===== config.mk =====
export PLATFORM = sky130hd
export DESIGN_NAME = fifo_arbiter
export DESIGN_NICKNAME = d
export VERILOG_FILES = /design/src/rtl/fifo_arbiter.sv
export SDC_FILE = /design/constraint.sdc
export NUM_CORES = 1
export LEC_CHECK = 0
export CORE_MARGIN = 1
export CORE_UTILIZATION = 36
export CTS_CLUSTER_SIZE = 24
export DETAILED_ROUTE_END_ITERATION = 7
export GPL_TIMING_DRIVEN = 0
export PLACE_DENSITY = 0.76
export SLEW_MARGIN = 25
export SYNTH_ARGS = -nofsm -noshare
export SYNTH_HDL_FRONTEND = slang
export SYNTH_SLANG_ARGS = --single-unit

===== constraint.sdc =====
create_clock -name clk -period 2.1 [get_ports clk]
set_input_delay 0.315 -clock clk [delete_from_list [all_inputs] [get_ports clk]]
set_output_delay 0.315 -clock clk [all_outputs]
set_load 0.03 [all_outputs]

===== src/rtl/fifo_arbiter.sv =====
// Round-robin arbiter sharing one FIFO between two writers and one reader.
// Keeps a shadow occupancy count and flags any disagreement with the FIFO.
module fifo_arbiter #(
  parameter int unsigned DATA_WIDTH = 32,
  parameter int unsigned DEPTH      = 8,
  parameter int unsigned CNT_W      = 4
) (
  input  logic                  clk,
  input  logic                  reset_n,
  input  logic                  req0,
  input  logic [DATA_WIDTH-1:0] din0,
  input  logic                  req1,
  input  logic [DATA_WIDTH-1:0] din1,
  input  logic                  rd_req,
  input  logic [CNT_W-1:0]      data_count,
  input  logic                  wr_err,
  input  logic                  rd_err,
  output logic                  wr_en,
  output logic                  rd_en,
  output logic [DATA_WIDTH-1:0] din,
  output logic                  gnt0,
  output logic                  gnt1,
  output logic                  rd_gnt,
  output logic [CNT_W-1:0]      cnt,
  output logic                  sync_err
);

  localparam logic [1:0] StIdle = 2'd0;
  localparam logic [1:0] StWr0  = 2'd1;
  localparam logic [1:0] StWr1  = 2'd2;
  localparam logic [1:0] StRd   = 2'd3;

  localparam logic [1:0] OwnW0 = 2'd0;
  localparam logic [1:0] OwnW1 = 2'd1;
  localparam logic [1:0] OwnRd = 2'd2;

  localparam logic [CNT_W-1:0] CntFull = CNT_W'(DEPTH);
  localparam logic [CNT_W-1:0] CntOne  = CNT_W'(1);

  logic [1:0]            state_q, state_d;
  logic [1:0]            last_q, last_d;
  logic [CNT_W-1:0]      cnt_q, cnt_d;
  logic [DATA_WIDTH-1:0] din_q, din_d;
  logic                  sync_err_q, sync_err_d;

  logic [2:0] elig;
  logic       win_vld;
  logic [1:0] winner;

  assign elig[0] = req0 && (cnt_q < CntFull);
  assign elig[1] = req1 && (cnt_q < CntFull);
  assign elig[2] = rd_req && (cnt_q != '0);

  // Search starts just after the previous winner, cyclic W0 -> W1 -> RD.
  always_comb begin
    win_vld = |elig;
    winner  = OwnW0;
    unique case (last_q)
      OwnW0: begin
        if (elig[1])      winner = OwnW1;
        else if (elig[2]) winner = OwnRd;
        else              winner = OwnW0;
      end
      OwnW1: begin
        if (elig[2])      winner = OwnRd;
        else if (elig[0]) winner = OwnW0;
        else              winner = OwnW1;
      end
      default: begin
        if (elig[0])      winner = OwnW0;
        else if (elig[1]) winner = OwnW1;
        else              winner = OwnRd;
      end
    endcase
  end

  always_comb begin
    state_d = state_q;
    last_d  = last_q;
    cnt_d   = cnt_q;
    din_d   = din_q;
    unique case (state_q)
      StIdle: begin
        if (win_vld) begin
          last_d = winner;
          unique case (winner)
            OwnW0: begin
              state_d = StWr0;
              cnt_d   = cnt_q + CntOne;
              din_d   = din0;
            end
            OwnW1: begin
              state_d = StWr1;
              cnt_d   = cnt_q + CntOne;
              din_d   = din1;
            end
            default: begin
              state_d = StRd;
              cnt_d   = cnt_q - CntOne;
            end
          endcase
        end
      end
      default: state_d = StIdle;
    endcase
  end

  // The FIFO count only settles in IDLE, one cycle after the enable it reflects.
  always_comb begin
    sync_err_d = sync_err_q | wr_err | rd_err |
                 ((state_q == StIdle) && (data_count != cnt_q));
  end

  always_ff @(posedge clk or negedge reset_n) begin
    if (!reset_n) begin
      state_q    <= StIdle;
      last_q     <= OwnRd;
      cnt_q      <= '0;
      din_q      <= '0;
      sync_err_q <= 1'b0;
    end else begin
      state_q    <= state_d;
      last_q     <= last_d;
      cnt_q      <= cnt_d;
      din_q      <= din_d;
      sync_err_q <= sync_err_d;
    end
  end

  assign wr_en    = (state_q == StWr0) || (state_q == StWr1);
  assign rd_en    = (state_q == StRd);
  assign gnt0     = (state_q == StWr0);
  assign gnt1     = (state_q == StWr1);
  assign rd_gnt   = (state_q == StRd);
  assign din      = din_q;
  assign cnt      = cnt_q;
  assign sync_err = sync_err_q;

endmodule


==> results by group, run 1 <==
Status
  – Status: complete, but fails checks
  – Failing checks: setup timing

Power and ir drop
  – Power, Total: around 6.8 mW
  – PwrDens: between 1500 and 2000 nW/um2
  – Pleak: between 1.5 and 2 nW
  – Max IR drop VDD: roughly 0.77 mV

Placed design
  – IO buf count: approximately 120
  – Final HPWL DP: approximately 4.3 mm
  – Pre-CTS WS: -0.437 ns
  – Gpl congestion: 0.787

Detailed routing
  – Drc violations: 0
  – First drt pass iteration count: 4
  – Iter 0 DRT Violations: 90
  – Routed Antenna Nets: 0
  – Routed len/inst: about 15 um
  – Routed via count: 2,108
  – DR vias/cell: ~4.8
  – WL final: between 6 and 7 mm

Global route
  – First-pass GRT wire length: between 9 and 10 mm
  – Largest net degree at the start of global routing: 24
  – GRT overflow: 0
  – Initial antenna violation count: 0
  – Vias in the first global route: between 2,000 and 2,500
  – Total GRT Usage: 0.194

Clocking
  – Reg clk slew, reported paths: roughly 0.080 ns
  – Total CTS buffers: 5
  – Root buffer cell: clkbuf_8
  – Worst-Skew Late Latency: roughly 0.29 ns
  – H-tree Lvls: 2
  – Clock Path Buffers: 2
  – Sink Count: 41
  – CTS tree: built

Worst hold path
  – Hold Crit Class: reg -> reg
  – Worst Hold Launch: sync_err

Floorplanning
  – # rows: 28
  – Initial Utilization: 0.382
  – IO Pins: around 120
  – Die Area: 6750 um2
  – Die Y: ~80 um
  – Die width: just over 80 um
  – Core outline area: roughly 6000 um2

Cells and area
  – Filler Cells Inserted: around 470
  – Most frequent cells in the layout: clkdlybuf4s50_1 (113), dfrtp_1 (36), nor2_1 (34)
  – Post-layout util: 0.688
  – Commonest non-fill, non-tap cell in the layout: clkdlybuf4s50_1
  – Synth-to-Final Area Change: 80.3%
  – Layout Nets: between 400 and 500
  – Diode count: 0
  – Share of layout cells above drive strength 1: 0.328

Worst setup path
  – CP Capture Type: flip-flop
  – R2r startpoint: cnt[1]
  – Arr. time, crit path: between 2 and 3 ns
  – Crit path kind: reg -> reg
  – Worst EP required: 2.27 ns
  – Startpoint Class: flip-flop
  – CP Cell Sequence: o41a_1, or3_1, o311ai_2, buf_6, clkbuf_16, mux2i_1, a21oi_2
  – Critical path's top delay family: compound AO/OA/AOI/OAI gates
  – CP max stage delay: 0.48 ns
  – Setup crit start: cnt[1]
  – Cell with the largest stage delay on the worst path: o41a_1
  – Worst Path Buf+Inv: 2
  – Worst Path Max Fanout: 8

Timing
  – Final setup margin: -0.236 ns
  – Final Hold Viols: 0
  – Fin crit share: 1.11
  – Fin crit period: 2.34 ns
  – Worst clock skew: between 0.004 and 0.005 ns
  – Final setup vio count: 35
  – Rel. slew slack: 0.694
  – Highest clock rate: approximately 430 MHz
  – RSZ-0062 raised after global routing: true
  – Worst slew pin tran: roughly 0.46 ns
  – Slew Viols, Final: 0
  – Setup TNS: -6.99 ns

Synth
  – Post-synthesis cell type count: 34
  – Yosys top cell area share: 0.433
  – Sequential area share after synthesis: 0.444
  – Net Count, Synth: between 200 and 300
  – Mapped Avg Cell Area: 11.1 um2
  – Synth area leaders: dfrtp_1 (43%), mux2i_1 (14%), a21oi_2 (10%)
  – Cell area after synthesis: about 2300 um2
  – Number of synthesis warnings: 0
  – Mapped Cells: between 200 and 250
  – Synth area leader: dfrtp_1
  – Synthesized flop and latch total: 41

Flow run
  – Maxcap violations: 0
## cell type report
class                           instances  area [um2]  area share
Tap cell                               75        93.8      0.0225
Multi-Input combinational cell        147        1300       0.311
Buffer                                 11         136      0.0327
Clock inverter                          1        30.0     0.00720
Sequential cell                        41        1030       0.248
Timing Repair Buffer                  146        1470       0.352
Clock buffer                            7        86.3      0.0207
Inverter                                7        26.3     0.00630
## final timing paths
kind | endpoint | slack, ns | cells after the start
setup / recovery | din[28] | -0.24 | 7
hold / removal | sync_err | 0.49 | 2
setup reg to reg | din[28] | -0.24 | 7
hold reg to reg | sync_err | 0.49 | 2
max in group asynchronous | last_q[1] | 1.02 | 3
min in group asynchronous | din[15] | 0.53 | 2
## synthesized netlist by cell type (all sizes together)
library cell / instances
or3: 1
inv: 7
nand4: 1
dfstp: 1
a211oi: 2
xnor2: 1
mux2: 1
nor2: 37
o311ai: 1
o41a: 1
o21ai: 7
nand2: 5
buf: 13
or2b: 1
mux2i: 33
nor3b: 1
a21o: 1
o22ai: 1
xor2: 6
ha: 6
o41ai: 1
nand2b: 1
nor3: 2
nor4: 1
fa: 1
dfrtp: 40
and2: 1
a21oi: 34
## metal layers
layer  share of wire  global-route usage  wire [um]
met5               0                   0          0
met4           0.018              0.0860        113
met3           0.083              0.0604        532
met2            0.51               0.341       3250
met1            0.39               0.213       2490
## worst min-delay path, stage by stage (launching register included)
cell	delay (ns)
dfrtp_1	0.35
nor3_1	0.05
o21ai_0	0.06
## per-stage QoR
step | cells | hold slack [ns] | cell area (um2)
floorplan | 208 | 0.0194 | 2340
global placement | 399 | 0.467 | 3590
detailed placement | 400 | 0.295 | 3610
CTS | 429 | 0.499 | 3990
global route | 435 | 0.541 | 4170
finish | 435 | 0.491 | 4170
## flip-flops by register name, summed over array words and instances, names as in the netlist
register	count
state_q	2
cnt	4
din	32
last_q	2
sync_err	1
## cells by family after synthesis
group / after synthesis / synth area share
xor+xnor: 7 / 0.0265
flops: 41 / 0.444
compound gates: 48 / 0.169
buf+inv: 20 / 0.0784
fa+ha+maj: 7 / 0.0411
mux: 34 / 0.148
simple gates: 51 / 0.0936
## where the power goes
| group | internal (mW) | leakage (nW) | switching, mW | total, mW |
|---|---|---|---|---|
| registers | 1.20 | 0.452 | 0.261 | 1.46 |
| clock network | 0.388 | 0.0585 | 0.263 | 0.651 |
| logic | 2.31 | 1.18 | 2.41 | 4.72 |
| total | 3.89 | 1.69 | 2.94 | 6.83 |
## repair_timing
action,CTS,global route
buffers inserted,21,4
pin swaps,7,2
setup endpoints to repair,35,39
hold buffers,1,0
resized for setup,18,27
cloned,1,2
hold endpoints to repair,18,0
Power figures use the tool's default switching activity.
==> run 2: changes to the inputs <==
--- a/config.mk
+++ b/config.mk
@@ -6,11 +6,11 @@
 export NUM_CORES = 1
 export LEC_CHECK = 0
 export CORE_MARGIN = 1
-export CORE_UTILIZATION = 36
+export CORE_UTILIZATION = 45
 export CTS_CLUSTER_SIZE = 24
 export DETAILED_ROUTE_END_ITERATION = 7
+export DONT_BUFFER_PORTS = 1
 export GPL_TIMING_DRIVEN = 0
-export PLACE_DENSITY = 0.76
 export SLEW_MARGIN = 25
 export SYNTH_ARGS = -nofsm -noshare
 export SYNTH_HDL_FRONTEND = slang
==> results by group, run 2 (same netlist as run 1, synthesis figures left out) <==
Detailed routing
  – Routed len/inst: 16.7 um (+14%)
  – Drc violations: 0 (unchanged)
  – Routed Antenna Nets: 0 (unchanged)
  – Iter 0 DRT Violations: 86 (-4.4%)
  – First drt pass iteration count: 4 (unchanged)
  – Routed via count: 1,637 (-22%)
  – DR vias/cell: 5.33 (+10%)
  – WL final: 5.14 mm (-20%)

Worst hold path
  – Worst hold endpoint: sync_err
  – Worst Hold Depth: 2 (unchanged)
  – Hold Crit Class: in -> reg
  – Worst Hold Launch: rd_err

Timing
  – Slew Viols, Final: 0 (unchanged)
  – Worst clock skew: 0.00998 ns (+0.00517 ns)
  – Final Hold Viols: 0 (unchanged)
  – Rel. slew slack: 0.693 (about the same)
  – Worst slew pin tran: 0.460 ns (+0.000667 ns)
  – Final setup margin: -0.384 ns (-0.148 ns)
  – Highest clock rate: 403 MHz (-6.0%)
  – Final setup vio count: 37 (+5.7%)
  – Fin crit period: 2.48 ns (+0.148 ns)
  – RSZ-0062 raised after global routing: true
  – Fin crit share: 1.18 (+0.0705)

Global route
  – Largest net degree at the start of global routing: 42 (+75%)
  – Vias in the first global route: 1,630 (-25%)
  – Total GRT Usage: 0.187 (-0.00690)
  – Initial antenna violation count: 0 (unchanged)
  – First-pass GRT wire length: 7.58 mm (-23%)
  – GRT overflow: 0 (unchanged)

Clocking
  – Sink Count: 41 (unchanged)
  – Clock Path Buffers: 2 (unchanged)
  – Reg clk slew, reported paths: 0.08 ns (about the same)
  – CTS tree: built
  – Total CTS buffers: 5 (unchanged)
  – H-tree Lvls: 2 (unchanged)
  – Worst-Skew Late Latency: 0.29 ns (about the same)
  – Root buffer cell: clkbuf_8

Cells and area
  – Most frequent cells in the layout: dfrtp_1 (37), nor2_1 (34), a21oi_2 (28)
  – Synth-to-Final Area Change: 31.3%
  – Filler Cells Inserted: 400 (-14%)
  – Share of layout cells above drive strength 1: 0.458 (+0.131)
  – Commonest non-fill, non-tap cell in the layout: dfrtp_1
  – Diode count: 0 (unchanged)
  – Final instance area: 3040 um2 (-27%)
  – Max FFs per register: 32 (unchanged)
  – Layout Nets: 321 (-27%)

Worst setup path
  – R2r startpoint: cnt[0]
  – Crit path kind: reg -> reg
  – CP Cell Sequence: buf_6, o41a_1, nor2_2, nor2_4, ha_4, a21o_2, a21oi_2, o21ai_1, nor3b_2, xor2_1
  – R2r endpoint: cnt[3]
  – Arr. time, crit path: 2.66 ns (+0.15 ns)
  – Reg-to-reg slack, setup: -0.38 ns (-0.15 ns)
  – Worst EP required: 2.27 ns (about the same)
  – CP max stage delay: 0.49 ns (about the same)
  – Cell with the largest stage delay on the worst path: dfrtp_2
  – Worst Path Buf+Inv: 1 (-1)
  – CP Capture Type: flip-flop
  – Critical path's top delay family: compound AO/OA/AOI/OAI gates
  – Cells on worst reg2reg path: 10 (+3)
  – Startpoint Class: flip-flop
  – Worst Path Max Fanout: 5 (-3)

Floorplanning
  – Die Area: 5430 um2 (-20%)
  – IO Pins: 117 (unchanged)
  – # rows: 25 (-11%)
  – Die Y: 73.7 um (-10%)
  – Core outline area: 4850 um2 (-20%)
  – Die width: 73.7 um (-10%)
  – Initial Utilization: 0.477 (+0.0955)

Status
  – Failing checks: setup timing
  – Status: complete, but fails checks

Placed design
  – Pre-CTS WS: -0.432 ns (+0.00539 ns)
  – Final HPWL DP: 3.53 mm (-18%)
  – Gpl congestion: 0.748 (-5.0%)
  – IO buf count: 0 (-100%)
  – Area after DPL: 2420 um2 (-33%)

Flow run
  – Maxcap violations: 0 (unchanged)

Power and ir drop
  – Max IR drop VDD: 0.927 mV (+21%)
  – PwrDens: 1950 nW/um2 (+19%)
  – Pleak: 1.20 nW (-29%)
==> run 2: how the worst max path moves through the flow <==
stage / start / endpoint / slack [ns] / cells past startpoint
5_1_grt: cnt[0] / cnt[3] / -0.48 / 10
3_3_place_gp: cnt[1] / cnt[3] / -0.38 / 9
2_1_floorplan: cnt[0] / cnt[3] / -0.25 / 10
3_5_place_dp: cnt[1] / cnt[3] / -0.43 / 9
6_report: cnt[0] / cnt[3] / -0.38 / 10
4_1_cts: cnt[3] / cnt[3] / -0.34 / 10
==> run 2: stage by stage <==
step	total power [mW]	hold slack [ns]	util	setup TNS (ns)	instances
finish	5.94	0.142	0.626	-11.15	307
global route	6.34	0.133	0.626	-13.93	307
CTS	5.76	0.134	0.600	-10.35	302
detailed placement	4.48	0.0203	0.499	-9.19	275
global placement	4.36	0.0203	0.499	-7.36	275
floorplan	4.08	0.0194	-	-3.51	208
==> run 2: power by group <==
part / internal (mW) / switching [mW] / total, mW
sequential: 1.19 / 0.991 / 2.18
combinational: 1.76 / 1.50 / 3.26
clock: 0.231 / 0.265 / 0.496
==> run 2: routing by layer <==
metal	global-route usage	part of all wire	up-vias
met3	0.0590	0.073	6
met5	0	0	-
met2	0.322	0.53	77
li1	-	-	777
met1	0.223	0.39	777
met4	0.0556	0.010	0
==> run 2: repair_timing <==
item | in CTS | in global routing
hold buffers | 2 | 0
pin swaps | 15 | 7
setup endpoints to repair | 37 | 38
gates cloned | 3 | 0
endpoints found under the hold margin | 41 | 0
buffers inserted | 14 | 5
resized for setup | 27 | 19
==> run 2: cell type report <==
| type | count | area (um2) | area share |
|---|---|---|---|
| Inverter | 7 | 26.3 | 0.00865 |
| Clock buffer | 6 | 72.6 | 0.0239 |
| Clock inverter | 2 | 10.0 | 0.00330 |
| Timing Repair Buffer | 24 | 345 | 0.114 |
| Sequential cell | 41 | 1030 | 0.340 |
| Tap cell | 67 | 83.8 | 0.0276 |
| Buffer | 13 | 159 | 0.0523 |
| Multi-Input combinational cell | 147 | 1310 | 0.431 |
==> run 3: changes to the inputs <==
--- a/config.mk
+++ b/config.mk
@@ -11,6 +11,7 @@
 export DETAILED_ROUTE_END_ITERATION = 7
 export DONT_BUFFER_PORTS = 1
 export GPL_TIMING_DRIVEN = 0
+export PLACE_DENSITY = 0.74
 export SLEW_MARGIN = 25
 export SYNTH_ARGS = -nofsm -noshare
 export SYNTH_HDL_FRONTEND = slang
==> results by group, run 3 (same netlist as run 1, synthesis figures left out) <==
Detailed routing
  – WL final: 5.24 mm (+1.9%)
  – Iter 0 DRT Violations: 66 (-23%)
  – Met1 Wirelength: 2.10 mm (+4.5%)
  – Top routing layer used: met4
  – Met3 routed WL: 328 um (-12%)
  – First drt pass iteration count: 4 (unchanged)
  – Routed via count: 1,638 (+0.061%)
  – Drc violations: 0 (unchanged)
  – DR vias/cell: 5.34 (about the same)
  – Routed len/inst: 17.1 um (+1.9%)
  – DR WL met2: 2.78 mm (+2.8%)
  – Routed Antenna Nets: 0 (unchanged)

Timing
  – Rel. slew slack: 0.696 (+0.00321)
  – Final setup margin: -0.252 ns (+0.133 ns)
  – Fin crit period: 2.35 ns (-0.133 ns)
  – Setup TNS: -6.93 ns (+4.22 ns)
  – Highest clock rate: 425 MHz (+5.6%)
  – Worst clock skew: 0.00601 ns (-0.00398 ns)
  – Slew Viols, Final: 0 (unchanged)
  – RSZ-0062 raised after global routing: true
  – Final setup vio count: 37 (unchanged)
  – Worst hold slack: 0.151 ns (+0.00901 ns)
  – Fin crit share: 1.12 (-0.0632)
  – Final Hold Viols: 0 (unchanged)
  – Worst slew pin tran: 0.452 ns (-0.00785 ns)

Worst setup path
  – CP max stage delay: 0.48 ns (about the same)
  – Critical path's top delay family: compound AO/OA/AOI/OAI gates
  – Arr. time, crit path: 2.52 ns (-0.14 ns)
  – Worst Path Buf+Inv: 1 (unchanged)
  – Crit path kind: reg -> reg
  – Worst Path Max Fanout: 2 (-3)
  – Crit-path most repeated cell: nor2_2
  – CP Cell Sequence: buf_6, o41a_1, nor2_2, nor2_2, ha_1, a21o_2, a21oi_2, o21ai_1, nor3b_2, xor2_1
  – Cell with the largest stage delay on the worst path: dfrtp_2
  – Startpoint Class: flip-flop
  – CP Capture Type: flip-flop
  – Worst EP required: 2.27 ns (about the same)

Power and ir drop
  – Max IR drop VDD: 0.794 mV (-14%)
  – PwrDens: 1950 nW/um2 (-0.14%)
  – Pleak: 1.18 nW (-1.7%)
  – Power, Total: 5.70 mW (-4.0%)

Floorplanning
  – Core outline area: 4850 um2 (unchanged)
  – Die Area: 5430 um2 (unchanged)
  – # rows: 25 (unchanged)
  – Die Y: 73.7 um (unchanged)
  – Initial Utilization: 0.477 (unchanged)
  – IO Pins: 117 (unchanged)
  – Die width: 73.7 um (unchanged)

Global route
  – Vias in the first global route: 1,651 (+1.3%)
  – Largest net degree at the start of global routing: 42 (unchanged)
  – GRT overflow: 0 (unchanged)
  – Initial antenna violation count: 0 (unchanged)
  – First-pass GRT wire length: 7.47 mm (-1.5%)
  – Total GRT Usage: 0.182 (-0.00468)

Clocking
  – Total CTS buffers: 5 (unchanged)
  – Worst-Skew Late Latency: 0.29 ns (about the same)
  – H-tree Lvls: 2 (unchanged)
  – CTS tree: built
  – Clock Path Buffers: 2 (unchanged)
  – Reg clk slew, reported paths: 0.08 ns (about the same)
  – Root buffer cell: clkbuf_8
  – Sink Count: 41 (unchanged)

Cells and area
  – Layout Nets: 322 (+0.31%)
  – Area of the multi-input gates: 1260 um2 (-3.8%)
  – Most frequent cells in the layout: dfrtp_1 (36), nor2_1 (34), a21oi_2 (28)
  – Diode count: 0 (unchanged)
  – Final instance area: 2920 um2 (-3.8%)
  – Register area: 1030 um2 (+0.12%)
  – Share of layout cells above drive strength 1: 0.438 (-0.0208)
  – Filler Cells Inserted: 410 (+2.5%)
  – Synth-to-Final Area Change: 26.2%
  – Commonest non-fill, non-tap cell in the layout: dfrtp_1
  – Post-layout util: 0.602 (-0.0240)
  – Final cell count without fillers: 307 (unchanged)
  – Max FFs per register: 32 (unchanged)

Placed design
  – IO buf count: 0 (unchanged)
  – Final HPWL DP: 3.38 mm (-4.1%)
  – Gpl congestion: 0.713 (-4.7%)
  – Area after DPL: 2420 um2 (unchanged)
  – Pre-CTS WS: -0.369 ns (+0.0627 ns)
  – Post-Place Cells: 275 (unchanged)

Worst hold path
  – Hold Crit Class: in -> reg

Flow run
  – Maxcap violations: 0 (unchanged)

Status
  – Status: complete, but fails checks
  – Failing checks: setup timing
## run 3: repair_timing
action | in CTS | in global routing
resized for setup | 17 | 19
gates cloned | 0 | 4
buffers inserted | 19 | 0
endpoints found under the setup margin | 36 | 38
hold endpoints to repair | 41 | 0
pin swaps | 12 | 6
hold buffers | 2 | 0
## run 3: cell type report
cell class	count	share of cell area
plain buffers	13	0.0544
multi-input cells	147	0.431
clock buffers	6	0.0283
clock inverters	1	0.00257
repair buffers	25	0.0925
inverters	7	0.00900
well taps	67	0.0287
flip-flops and latches	41	0.353
## run 3: power by group
group          switching (mW)  leakage (nW)  internal (mW)
Sequential               1.00         0.452           1.19
Combinational            1.45         0.685           1.54
Clock                   0.266        0.0433          0.260
Total                    2.71          1.18           2.99
## run 3: metal layers
layer	track usage	vias up
met5	0	-
met4	0.0534	0
met3	0.0562	2
met2	0.314	73
met1	0.219	787
li1	-	776
## run 3: final timing paths
check	start	endpoint	slack (ns)	cells after the start
min	rd_err	sync_err	0.15	2
min reg2reg	last_q[1]	last_q[1]	0.53	2
max	cnt[3]	cnt[3]	-0.25	10
max reg2reg	cnt[3]	cnt[3]	-0.25	10
min in group asynchronous	reset_n	din[21]	0.48	2
max in group asynchronous	reset_n	last_q[1]	1.37	2
